--- src/rtl/ntt_pkg.sv ---
// Shared NTT datapath helpers: row/address geometry, the BRAM latency default
// and the cross-PE gap index mapping used by the operand regroup logic.
package ntt_pkg;

  localparam int RAM_LAT_DEFAULT = 1;

  function automatic int rows_of(int logn, int pe);
    return (1 << logn) / 2 / pe;
  endfunction

  // Kept at least 1 bit wide so a single-row bank still has a legal address bus.
  function automatic int aw_of(int rows);
    return (rows > 1) ? $clog2(rows) : 1;
  endfunction

  // k-th index i with (i & gap) == 0: insert a zero bit at the gap position.
  function automatic int unsigned gap_index(int unsigned k, int unsigned gap);
    int unsigned lo;
    lo = k & (gap - 1);
    return ((k - lo) << 1) | lo;
  endfunction

endpackage

--- src/rtl/bf_operand_fetcher_if.sv ---
// BRAM read port plus butterfly operand stream of the operand fetcher.
interface bf_operand_fetcher_if #(
  parameter int LOGQ = 16,
  parameter int PE   = 2,
  parameter int AW   = 2
);
  logic                            ren;
  logic [AW-1:0]                   raddr;
  logic [PE-1:0][1:0][LOGQ-1:0]    rdata;
  logic                            bf_valid;
  logic [AW-1:0]                   bf_rd_addr;
  logic [PE-1:0][1:0][LOGQ-1:0]    bf_data;

  modport master (
    output ren, raddr, bf_valid, bf_rd_addr, bf_data,
    input  rdata
  );

  modport slave (
    input  ren, raddr, bf_valid, bf_rd_addr, bf_data,
    output rdata
  );
endinterface

--- src/rtl/bf_gap_permute.sv ---
// Combinational regroup of a flattened BRAM row into PE operand pairs that sit
// `gap` words apart; gap = 1 is the identity.
module bf_gap_permute
  import ntt_pkg::*;
#(
  parameter int LOGQ = 16,
  parameter int PE   = 2
) (
  input  logic [$clog2(PE):0]             gap,
  input  logic [PE-1:0][1:0][LOGQ-1:0]    din,
  output logic [PE-1:0][1:0][LOGQ-1:0]    dout
);

  localparam int IW = $clog2(2 * PE);

  logic [2*PE-1:0][LOGQ-1:0] w;
  int unsigned               g;
  int unsigned               ia;
  int unsigned               ib;

  assign w = din;

  // NOTE: every always_comb output gets a default first so no path leaves it unassigned and infers a latch.
  always_comb begin
    dout = '0;
    g    = 32'(gap);
    ia   = 0;
    ib   = 0;
    for (int k = 0; k < PE; k++) begin
      ia = gap_index(unsigned'(k), g);
      ib = ia + g;
      // Illegal gaps simply wrap the index; the data is don't-care then.
      dout[k][0] = w[ia[IW-1:0]];
      dout[k][1] = w[ib[IW-1:0]];
    end
  end

endmodule

--- src/rtl/bf_operand_fetcher.sv ---
// Issues row reads for one NTT stage, regroups the returned rows and undoes the
// two-beat write interleave, tagging each operand beat with its row address.
module bf_operand_fetcher
  import ntt_pkg::*;
#(
  // No meaningful defaults exist; instantiate with explicit values.
  parameter int LOGQ    = 16,
  parameter int LOGN    = 4,
  parameter int PE      = 2,
  parameter int RAM_LAT = RAM_LAT_DEFAULT
) (
  input  logic                  clk,
  input  logic                  rst_n,
  input  logic                  start,
  input  logic                  ident_load,
  input  logic [$clog2(PE):0]   src_gap,
  input  logic                  stall,
  output logic                  busy,
  output logic                  done,
  bf_operand_fetcher_if.master  bus
);

  localparam int ROWS = rows_of(LOGN, PE);
  localparam int AW   = aw_of(ROWS);
  localparam int GW   = $clog2(PE) + 1;

  localparam logic [AW-1:0] LAST_ROW  = AW'(ROWS - 1);
  localparam logic [AW:0]   LAST_BEAT = (AW + 1)'(ROWS - 1);

  localparam logic [1:0] S_IDLE  = 2'd0;
  localparam logic [1:0] S_ISSUE = 2'd1;
  localparam logic [1:0] S_DRAIN = 2'd2;
  localparam logic [1:0] S_DONE  = 2'd3;

  typedef logic [PE-1:0][1:0][LOGQ-1:0] bundle_t;

  logic [1:0]    state;
  logic [AW-1:0] row;
  logic [AW:0]   beat_cnt;
  logic          ident_q;
  logic [GW-1:0] gap_q;
  logic          ren;

  logic [RAM_LAT-1:0]         sr_v;
  logic [RAM_LAT-1:0][AW-1:0] sr_row;
  logic                       arr_v;
  logic [AW-1:0]              arr_row;
  bundle_t                    perm;

  bundle_t       buf_a;
  bundle_t       hold_data;
  logic [AW-1:0] hold_row;
  logic          hold_v;
  logic          bf_valid;
  logic [AW-1:0] bf_rd_addr;
  bundle_t       bf_data;

  assign ren       = (state == S_ISSUE) && !stall;
  assign busy      = (state != S_IDLE);
  assign done      = (state == S_DONE);
  assign bus.ren   = ren;
  assign bus.raddr = row;

  // NOTE: sequential state uses non-blocking assignments so every flop samples pre-edge values.
  always_ff @(posedge clk or negedge rst_n) begin
    if (!rst_n) begin
      state    <= S_IDLE;
      row      <= '0;
      beat_cnt <= '0;
      ident_q  <= 1'b0;
      gap_q    <= '0;
    end else begin
      if (bf_valid) beat_cnt <= beat_cnt + 1'b1;
      case (state)
        S_IDLE: if (start) begin
          ident_q  <= ident_load;
          gap_q    <= src_gap;
          row      <= '0;
          beat_cnt <= '0;
          state    <= S_ISSUE;
        end
        S_ISSUE: if (!stall) begin
          row <= row + 1'b1;
          if (row == LAST_ROW) state <= S_DRAIN;
        end
        S_DRAIN: if (bf_valid && beat_cnt == LAST_BEAT) state <= S_DONE;
        default: state <= S_IDLE;
      endcase
    end
  end

  // Read-valid history aligned with the BRAM latency; carries each row tag.
  always_ff @(posedge clk or negedge rst_n) begin
    if (!rst_n) begin
      sr_v   <= '0;
      sr_row <= '0;
    end else begin
      sr_v[0]   <= ren;
      sr_row[0] <= row;
      for (int i = 1; i < RAM_LAT; i++) begin
        sr_v[i]   <= sr_v[i-1];
        sr_row[i] <= sr_row[i-1];
      end
    end
  end

  assign arr_v   = sr_v[RAM_LAT-1];
  assign arr_row = sr_row[RAM_LAT-1];

  bf_gap_permute #(
    .LOGQ (LOGQ),
    .PE   (PE)
  ) u_gap_permute (
    .gap  (gap_q),
    .din  (bus.rdata),
    .dout (perm)
  );

  // NOTE: the row buffers are plain registers, so they are cleared on reset like any other state.
  always_ff @(posedge clk or negedge rst_n) begin
    if (!rst_n) begin
      bf_valid   <= 1'b0;
      bf_rd_addr <= '0;
      bf_data    <= '0;
      buf_a      <= '0;
      hold_data  <= '0;
      hold_row   <= '0;
      hold_v     <= 1'b0;
    end else begin
      bf_valid <= 1'b0;
      hold_v   <= 1'b0;
      if (ident_q) begin
        if (arr_v) begin
          bf_valid   <= 1'b1;
          bf_rd_addr <= arr_row;
          bf_data    <= perm;
        end
      end else begin
        if (hold_v) begin
          bf_valid   <= 1'b1;
          bf_rd_addr <= hold_row;
          bf_data    <= hold_data;
        end
        if (arr_v && !arr_row[0]) buf_a <= perm;
        // Odd row completes a pair: emit the even beat now, park the odd one.
        if (arr_v && arr_row[0]) begin
          bf_valid   <= 1'b1;
          bf_rd_addr <= arr_row & ~AW'(1);
          hold_row   <= arr_row;
          hold_v     <= 1'b1;
          for (int p = 0; p < PE; p++) begin
            bf_data[p][0]   <= buf_a[p][0];
            bf_data[p][1]   <= perm[p][0];
            hold_data[p][0] <= buf_a[p][1];
            hold_data[p][1] <= perm[p][1];
          end
        end
      end
    end
  end

  assign bus.bf_valid   = bf_valid;
  assign bus.bf_rd_addr = bf_rd_addr;
  assign bus.bf_data    = bf_data;

endmodule
--- src/flat_wrapper.sv ---
// flat-port wrapper written by rule: the top's interface ports become plain ports
module bf_operand_fetcher_flat import ntt_pkg::*;
#(
                                                                    
  parameter int LOGQ    = 16,
  parameter int LOGN    = 4,
  parameter int PE      = 2,
  parameter int RAM_LAT = RAM_LAT_DEFAULT
)
  (clk, rst_n, start, ident_load, src_gap, stall, busy, done, bus_ren, bus_raddr, bus_bf_valid, bus_bf_rd_addr, bus_bf_data, bus_rdata);
  bf_operand_fetcher_if #(.LOGQ(LOGQ), .PE(PE)) bus_i ();
  input  logic clk;
  input  logic rst_n;
  input  logic start;
  input  logic ident_load;
  input  logic [$clog2(PE):0] src_gap;
  input  logic stall;
  output logic busy;
  output logic done;
  output wire logic [$bits(bus_i.ren)-1:0] bus_ren;
  output wire logic [$bits(bus_i.raddr)-1:0] bus_raddr;
  output wire logic [$bits(bus_i.bf_valid)-1:0] bus_bf_valid;
  output wire logic [$bits(bus_i.bf_rd_addr)-1:0] bus_bf_rd_addr;
  output wire logic [$bits(bus_i.bf_data)-1:0] bus_bf_data;
  input wire logic [$bits(bus_i.rdata)-1:0] bus_rdata;
  assign bus_ren = bus_i.ren;
  assign bus_raddr = bus_i.raddr;
  assign bus_bf_valid = bus_i.bf_valid;
  assign bus_bf_rd_addr = bus_i.bf_rd_addr;
  assign bus_bf_data = bus_i.bf_data;
  assign bus_i.rdata = bus_rdata;
  bf_operand_fetcher #(.LOGQ(LOGQ), .LOGN(LOGN), .PE(PE), .RAM_LAT(RAM_LAT)) u_core (.clk(clk), .rst_n(rst_n), .start(start), .ident_load(ident_load), .src_gap(src_gap), .stall(stall), .busy(busy), .done(done), .bus(bus_i));
endmodule
--- config.mk ---
export PLATFORM = sky130hd
export DESIGN_NAME = bf_operand_fetcher_flat
export DESIGN_NICKNAME = d
export VERILOG_FILES = /design/src/rtl/ntt_pkg.sv /design/src/rtl/bf_operand_fetcher_if.sv /design/src/rtl/bf_gap_permute.sv /design/src/rtl/bf_operand_fetcher.sv /design/src/flat_wrapper.sv
export SDC_FILE = /design/constraint.sdc
export NUM_CORES = 1
export LEC_CHECK = 0
export ABC_CLOCK_PERIOD_IN_PS = 2200
export CORE_MARGIN = 4
export CORE_UTILIZATION = 66
export CTS_BUF_LIST = sky130_fd_sc_hd__clkbuf_4 sky130_fd_sc_hd__clkbuf_8
export DETAILED_ROUTE_END_ITERATION = 10
export DONT_BUFFER_PORTS = 1
export GPL_TIMING_DRIVEN = 1
export PLACE_DENSITY = 0.82
export SYNTH_ARGS = -nofsm -noshare
export SYNTH_HDL_FRONTEND = slang
export SYNTH_SLANG_ARGS = --single-unit
--- constraint.sdc ---
create_clock -name clk -period 2.2 [get_ports clk]
set_input_delay 0.44 -clock clk [delete_from_list [all_inputs] [get_ports clk]]
set_output_delay 0.44 -clock clk [all_outputs]
set_load 0.05 [all_outputs]
== Word-level counts from Yosys, hierarchy flattened ==
Cells that the tools add are included.

* Bits of input ports: 71
* Word-level logic and storage cells: 90
* Output and inout bits: 72
* Flip-flop bits (word level): 211

* Add/subtract/negate cells: 5
* Bitwise operators: 2
* Order comparisons: 3
* Equal/unequal tests: 10
* Muxes and demuxes: 31
* Reduce and logical (&&, ||, !) cells: 16

{| class="wikitable"
|+ Operator list
! cell !! count
|-
| $mux 64 || 4
|-
| $bmux 16 s2 || 3
|-
| $mux 16 || 3
|-
| $mux 2 || 10
|-
| $lt 2x3->1 const B || 3
|-
| $mux 3 || 3
|-
| $ne 2x2->1 const B || 4
|-
| $reduce_and 2->1 || 4
|-
| $eq 2x2->1 const B || 3
|-
| $mux 1 || 6
|-
| $pmux 2 s3 || 1
|-
| $logic_and 1x1->1 || 4
|-
| $pmux 2 s2 || 1
|-
| $reduce_and 4->1 || 1
|-
| $reduce_bool 2->1 || 2
|-
| $add 3x1->3 const B || 1
|-
| $eq 3x2->1 const B || 1
|-
| $reduce_and 3->1 || 1
|-
| $reduce_bool 3->1 || 1
|-
| $add 2x1->2 const B || 1
|-
| $add 2x2->2 || 1
|-
| $eq 2x1->1 const B || 1
|-
| $logic_not 1->1 || 2
|-
| $logic_not 2->1 || 1
|-
| other kinds (5) || 5
|}

== Depth between registers and ports, before layout ==
* Depth after elaboration: 8
* Depth in mapped cells: 8
* Depth with buffers taken out: 6

== Cells and area by module ==
From an unflattened synthesis, not the netlist that was laid out.

* Cells, all modules: 868
* Area, all modules: 10644.0 µm²

{| class="wikitable"
|+ Modules (own cells, without submodules)
! module !! times used !! seq. area each (µm²) !! cells an instance !! area each (µm²)
|-
| bf_operand_fetcher || 1 || 5280.1 || 796 || 9678.0
|-
| bf_gap_permute || 1 || 0.0 || 72 || 965.9
|}

== Worst setup path after synthesis ==
OpenSTA, ideal clock, no wires.

* Path type: flip-flop to output port
* From: reg u_core.state[1]
* To: out bus_ren
* Cell stages (with the launch flop): 5
* Path slack: 0.351 ns
* Data required time: 1.760 ns
* Buffers on the path: 0
* Data arrival time: 1.409 ns
* Cell sequence: dfrtp_1 -> inv_1 -> ha_1 -> inv_1 -> nor2_1

* Cells in the longest elaborated chain, start to end: 2

{| class="wikitable"
|+ RTL lines
! item !! line !! source
|-
| from (decl) || bf_operand_fetcher.sv:37 || <nowiki>logic [1:0] state;</nowiki>
|-
| from (signal assigned) || bf_operand_fetcher.sv:67 || <nowiki>state <= S_IDLE;</nowiki>
|-
| from (signal assigned) || bf_operand_fetcher.sv:80 || <nowiki>state <= S_ISSUE;</nowiki>
|-
| from (signal assigned) || bf_operand_fetcher.sv:84 || <nowiki>if (row == LAST_ROW) state <= S_DRAIN;</nowiki>
|-
| $eq 2x1->1 || bf_operand_fetcher.sv:58 || <nowiki>assign ren = (state == S_ISSUE) && !stall;</nowiki>
|-
| $logic_and 1x1->1 || bf_operand_fetcher.sv:58 ||
|-
| to (decl) || flat_wrapper.sv:20 || <nowiki>output wire logic [$bits(bus_i.ren)-1:0] bus_ren;</nowiki>
|}

Every way passes these cells.

== Worst setup path after layout ==
Ends and elaborated chain as after synthesis.

==> summary.txt <==
Critical path
  – Category of the most critical setup path: reg -> out
  – Largest driver fanout on the critical path: 5
  – Kind of end point of the critical path: output port
  – Element type at the critical path start: flip-flop
  – Arrival time worst endpoint: 1670 ps
  – Req. time, crit path: 1760 ps

Clocking
  – Latest clock arrival within the worst-skew pair: 520 ps
  – Number of sinks on the clock net: 211
  – Number of buffers created by CTS: 35
  – Number of levels in the clock H-tree: 2
  – Maximum buffer depth of the clock tree: 3
  – Number of hold buffers added after CTS: 2
  – CTS clk-pin slew, worst paths: 60 ps
  – Master cell of the clock root buffer: sky130_fd_sc_hd__clkbuf_8
  – TritonCTS clock tree: yes

Job
  – Total of max-cap violations: 0

GRT
  – Wire length of the first global-routing pass: 38.50 mm
  – Grt total ovfl: 0
  – Overall track demand over capacity in global routing: 29.47%
  – Number of antenna violations at the first check in global routing: 1
  – Via count of the first global-routing pass: 7160
  – Largest net degree at the start of global routing: 212

Synthesis
  – Compound-gate portion of the synthesized area: around a tenth
  – Sequential cell area fraction in the yosys report: roughly 53%
  – Count of unique library cells instantiated by Yosys: 33
  – Mapped Avg Cell Area: 10.42 um2
  – Primary FF master, synth: sky130_fd_sc_hd__dfrtp_1
  – #FFs+latches synth: between 200 and 250
  – Xor-xnor portion of the synthesized cell area: 0.3676%
  – Basic-gate share of the synthesized area counting and, or, nand and nor cells: 12.94%
  – Synthesized netlist cell count: about 950
  – Largest area contributor in the netlist: sky130_fd_sc_hd__dfrtp_1
  – Number of nets in the synthesized netlist: a little over 1000
  – Multiplexer share of the synthesized area: 18.67%
  – Synthesis warning total: 0
  – Fraction of post-synthesis cell area in the top cell type by area: 53.49%
  – Area of the mapped netlist: roughly 9900 um2
  – Adder-cell share of the synthesized area: around 1.0%
  – Post-synth EDFFs: 0
  – Main combinational cell family by area after synthesis: multiplexers
  – Synth area leaders: sky130_fd_sc_hd__dfrtp_1, sky130_fd_sc_hd__mux2_2, sky130_fd_sc_hd__nand2_1
  – Asr flop ratio synth: 100.0%

Finish
  – Share of layout cells above drive strength 1: 21.12%
  – Finished Cell Area: 10920 um2
  – Fillers: roughly 950
  – Count of nets after finishing: 1034
  – Most frequent cells in the layout: sky130_fd_sc_hd__nand2_1, sky130_fd_sc_hd__dfrtp_1, sky130_fd_sc_hd__o21ai_0, sky130_fd_sc_hd__mux2_2, sky130_fd_sc_hd__a21oi_1
  – Antenna fix cells: 0
  – Final core occ: 74.85%
  – Post-Layout Cell Count: about 1200
  – Most common cell after layout, fill and taps aside: sky130_fd_sc_hd__nand2_1
  – Layout Area Growth over Synthesis: 10.64%

Hold path
  – Hold Crit Class: in -> async

Status
  – Outcome: finished with violations
  – Failing checks: negative hold slack

Routing
  – Antenna Violating Nets Remaining: 0
  – Detailed Route Iter0 Violations: 596
  – Detailed-route via count: 7243
  – Drt total wl: roughly 25 mm
  – Detailed-routing iteration count for the pre-antenna-repair pass: 5
  – Post-detailed-route wirelength per cell: 21.14 um
  – Vias per inst: roughly 6.2
  – DRC violation count after routing: 0

STA
  – Unrepaired setup endpoints after global routing: false
  – Setup violators final: 0
  – Final critical-path share of the clock period: 95.71%
  – Final Hold Fails: about 210
  – Worst-case clock skew: 15.65 ps
  – Aggregate negative setup slack: 0 ps
  – Peak Freq: between 400 and 500 MHz
  – Minimum period implied by the final worst setup slack: around 2100 ps
  – Worst hold slack: -381.9 ps
  – Slew at the pin with the worst max-slew slack: around 570 ps
  – Fin. max-slew vios: 0
  – Worst slew slack as a fraction of its limit: 61.67%

Power and ir drop
  – VDD IR max: 0.001197 V
  – Power Dens Cells: around 1700 nW/um2
  – Comb power frac: 31.1%
  – P_int: 0.01049 W
  – Sequential fraction of design power: between 40% and 50%
  – Clk network pwr share: between 20% and 30%
  – Static power due to leakage: 5.102 nW
  – Post-layout power: 0.01846 W
  – Net switching fraction of the power: a little over two fifths
  – Net switching power: 0.007976 W

Floorplanning
  – Die Y-Extent: 130.3 um
  – Num ports: 143
  – Die outline area: 16980 um2
  – Width of the die: about 130 um
  – Number of placement rows: 44
  – Initial cell density of the core: between 60% and 70%
  – Area of the core region: 14590 um2

Placement
  – Placed instance count: 1099
  – Last weighted congestion value of the routability-driven placer: 0.8854
  – Post-detail-place hpwl: 16.43 mm
  – Area of placed instances: 10120 um2
  – Count of input and output buffers: 0
worst max-delay path, cell delays in order, from the launching register on:
cell and delay [ps]:
sky130_fd_sc_hd__dfrtp_1 420, sky130_fd_sc_hd__inv_1 100, sky130_fd_sc_hd__ha_1 190, sky130_fd_sc_hd__inv_1 120
sky130_fd_sc_hd__nor2_4 140, sky130_fd_sc_hd__buf_6 170
area by class of cell:
type	count	area (um2)	area share, %
Sequential cell	211	5283	48.37
Timing Repair Buffer	34	339.1	3.105
Clock buffer	56	683.2	6.256
Inverter	9	33.78	0.3093
Tap cell	184	230.2	2.108
Multi-Input combinational cell	664	4272	39.12
Clock inverter	6	80.08	0.7333
sequential cells by signal, summed over array words and instances, names as in the netlist:
| register | flops |
|---|---|
| u_core.buf_a | 64 |
| u_core.bus.bf_data | 64 |
| u_core.hold_data | 64 |
| u_core.beat_cnt | 3 |
| u_core.arr_row | 2 |
| u_core.bus.bf_rd_addr | 2 |
| u_core.bus.raddr | 2 |
| u_core.gap_q | 2 |
| u_core.hold_row | 2 |
| u_core.state | 2 |
| u_core.arr_v | 1 |
| u_core.bus.bf_valid | 1 |
| u_core.hold_v | 1 |
| u_core.ident_q | 1 |
cell usage after synthesis (all sizes together), types with 8 or more instances:
cell and number:
nand2 235, dfrtp 211, o21ai 87, mux2 86, a21oi 70, nor2 65, mux2i 51, buf 37
clkbuf 26, nor2b 17, o221ai 17, mux4 16, inv 9, ha 8
final timing paths:
check / end / start / slack [ps] / cells past startpoint
max in group asynchronous: u_core.buf_a[57] / rst_n / 2360 / 0
setup / recovery: bus_ren / u_core.state[1] / 90 / 5
min in group clk: u_core.beat_cnt[2] / start / 10 / 1
hold / removal: u_core.hold_row[1] / rst_n / -380 / 0
setup reg to reg: u_core.bus.bf_data[17] / u_core.ident_q / 230 / 5
hold reg to reg: u_core.hold_data[38] / u_core.buf_a[54] / 470 / 2
kinds of logic (layout without fill, tap and decap cells):
family | after synthesis | count (layout)
AO/OA/AOI/OAI | 178 | 178
XOR/XNOR | 2 | 2
adder cells (fa/ha/maj) | 8 | 8
buffers and inverters | 72 | 105
flip-flops | 211 | 211
multiplexers | 153 | 153
AND/OR/NAND/NOR | 323 | 323
per-layer routing:
| layer | up-vias | track usage [%] | wire, um |
|---|---|---|---|
| met5 | - | 0 | 13 |
| met2 | 337 | 45.44 | 11530 |
| met4 | 2 | 13.88 | 1000 |
| met1 | 3571 | 38.62 | 9568 |
| met3 | 75 | 8.923 | 2497 |
| li1 | 3258 | - | - |
stage by stage:
step                      worst slack (ps)  hold WS, ps
after floorplan                      351.5        144.4
after global placement               345.2        153.0
after detailed placement             254.2        153.2
after CTS                            16.65       -395.6
after global routing                 23.71       -396.0
final                                94.42       -381.9
timing repair:
action,4_1_cts,5_1_grt
endpoints found under the hold margin,214,211
cloned,0,0
gates resized for setup,2,2
pin swaps,0,1
setup endpoints to repair,1,2
setup buffers,0,1
power by group through the flow:
stage	combinational [W]	clock (W)	sequential [W]
2_1_floorplan	0.00448	0	0.00860
6_report	0.00574	0.00373	0.00900
3_5_place_dp	0.00564	0	0.00904
4_1_cts	0.00570	0.00376	0.00900
3_3_place_gp	0.00543	0	0.00897
5_1_grt	0.00634	0.00393	0.00920
Power figures use the tool's default switching activity.
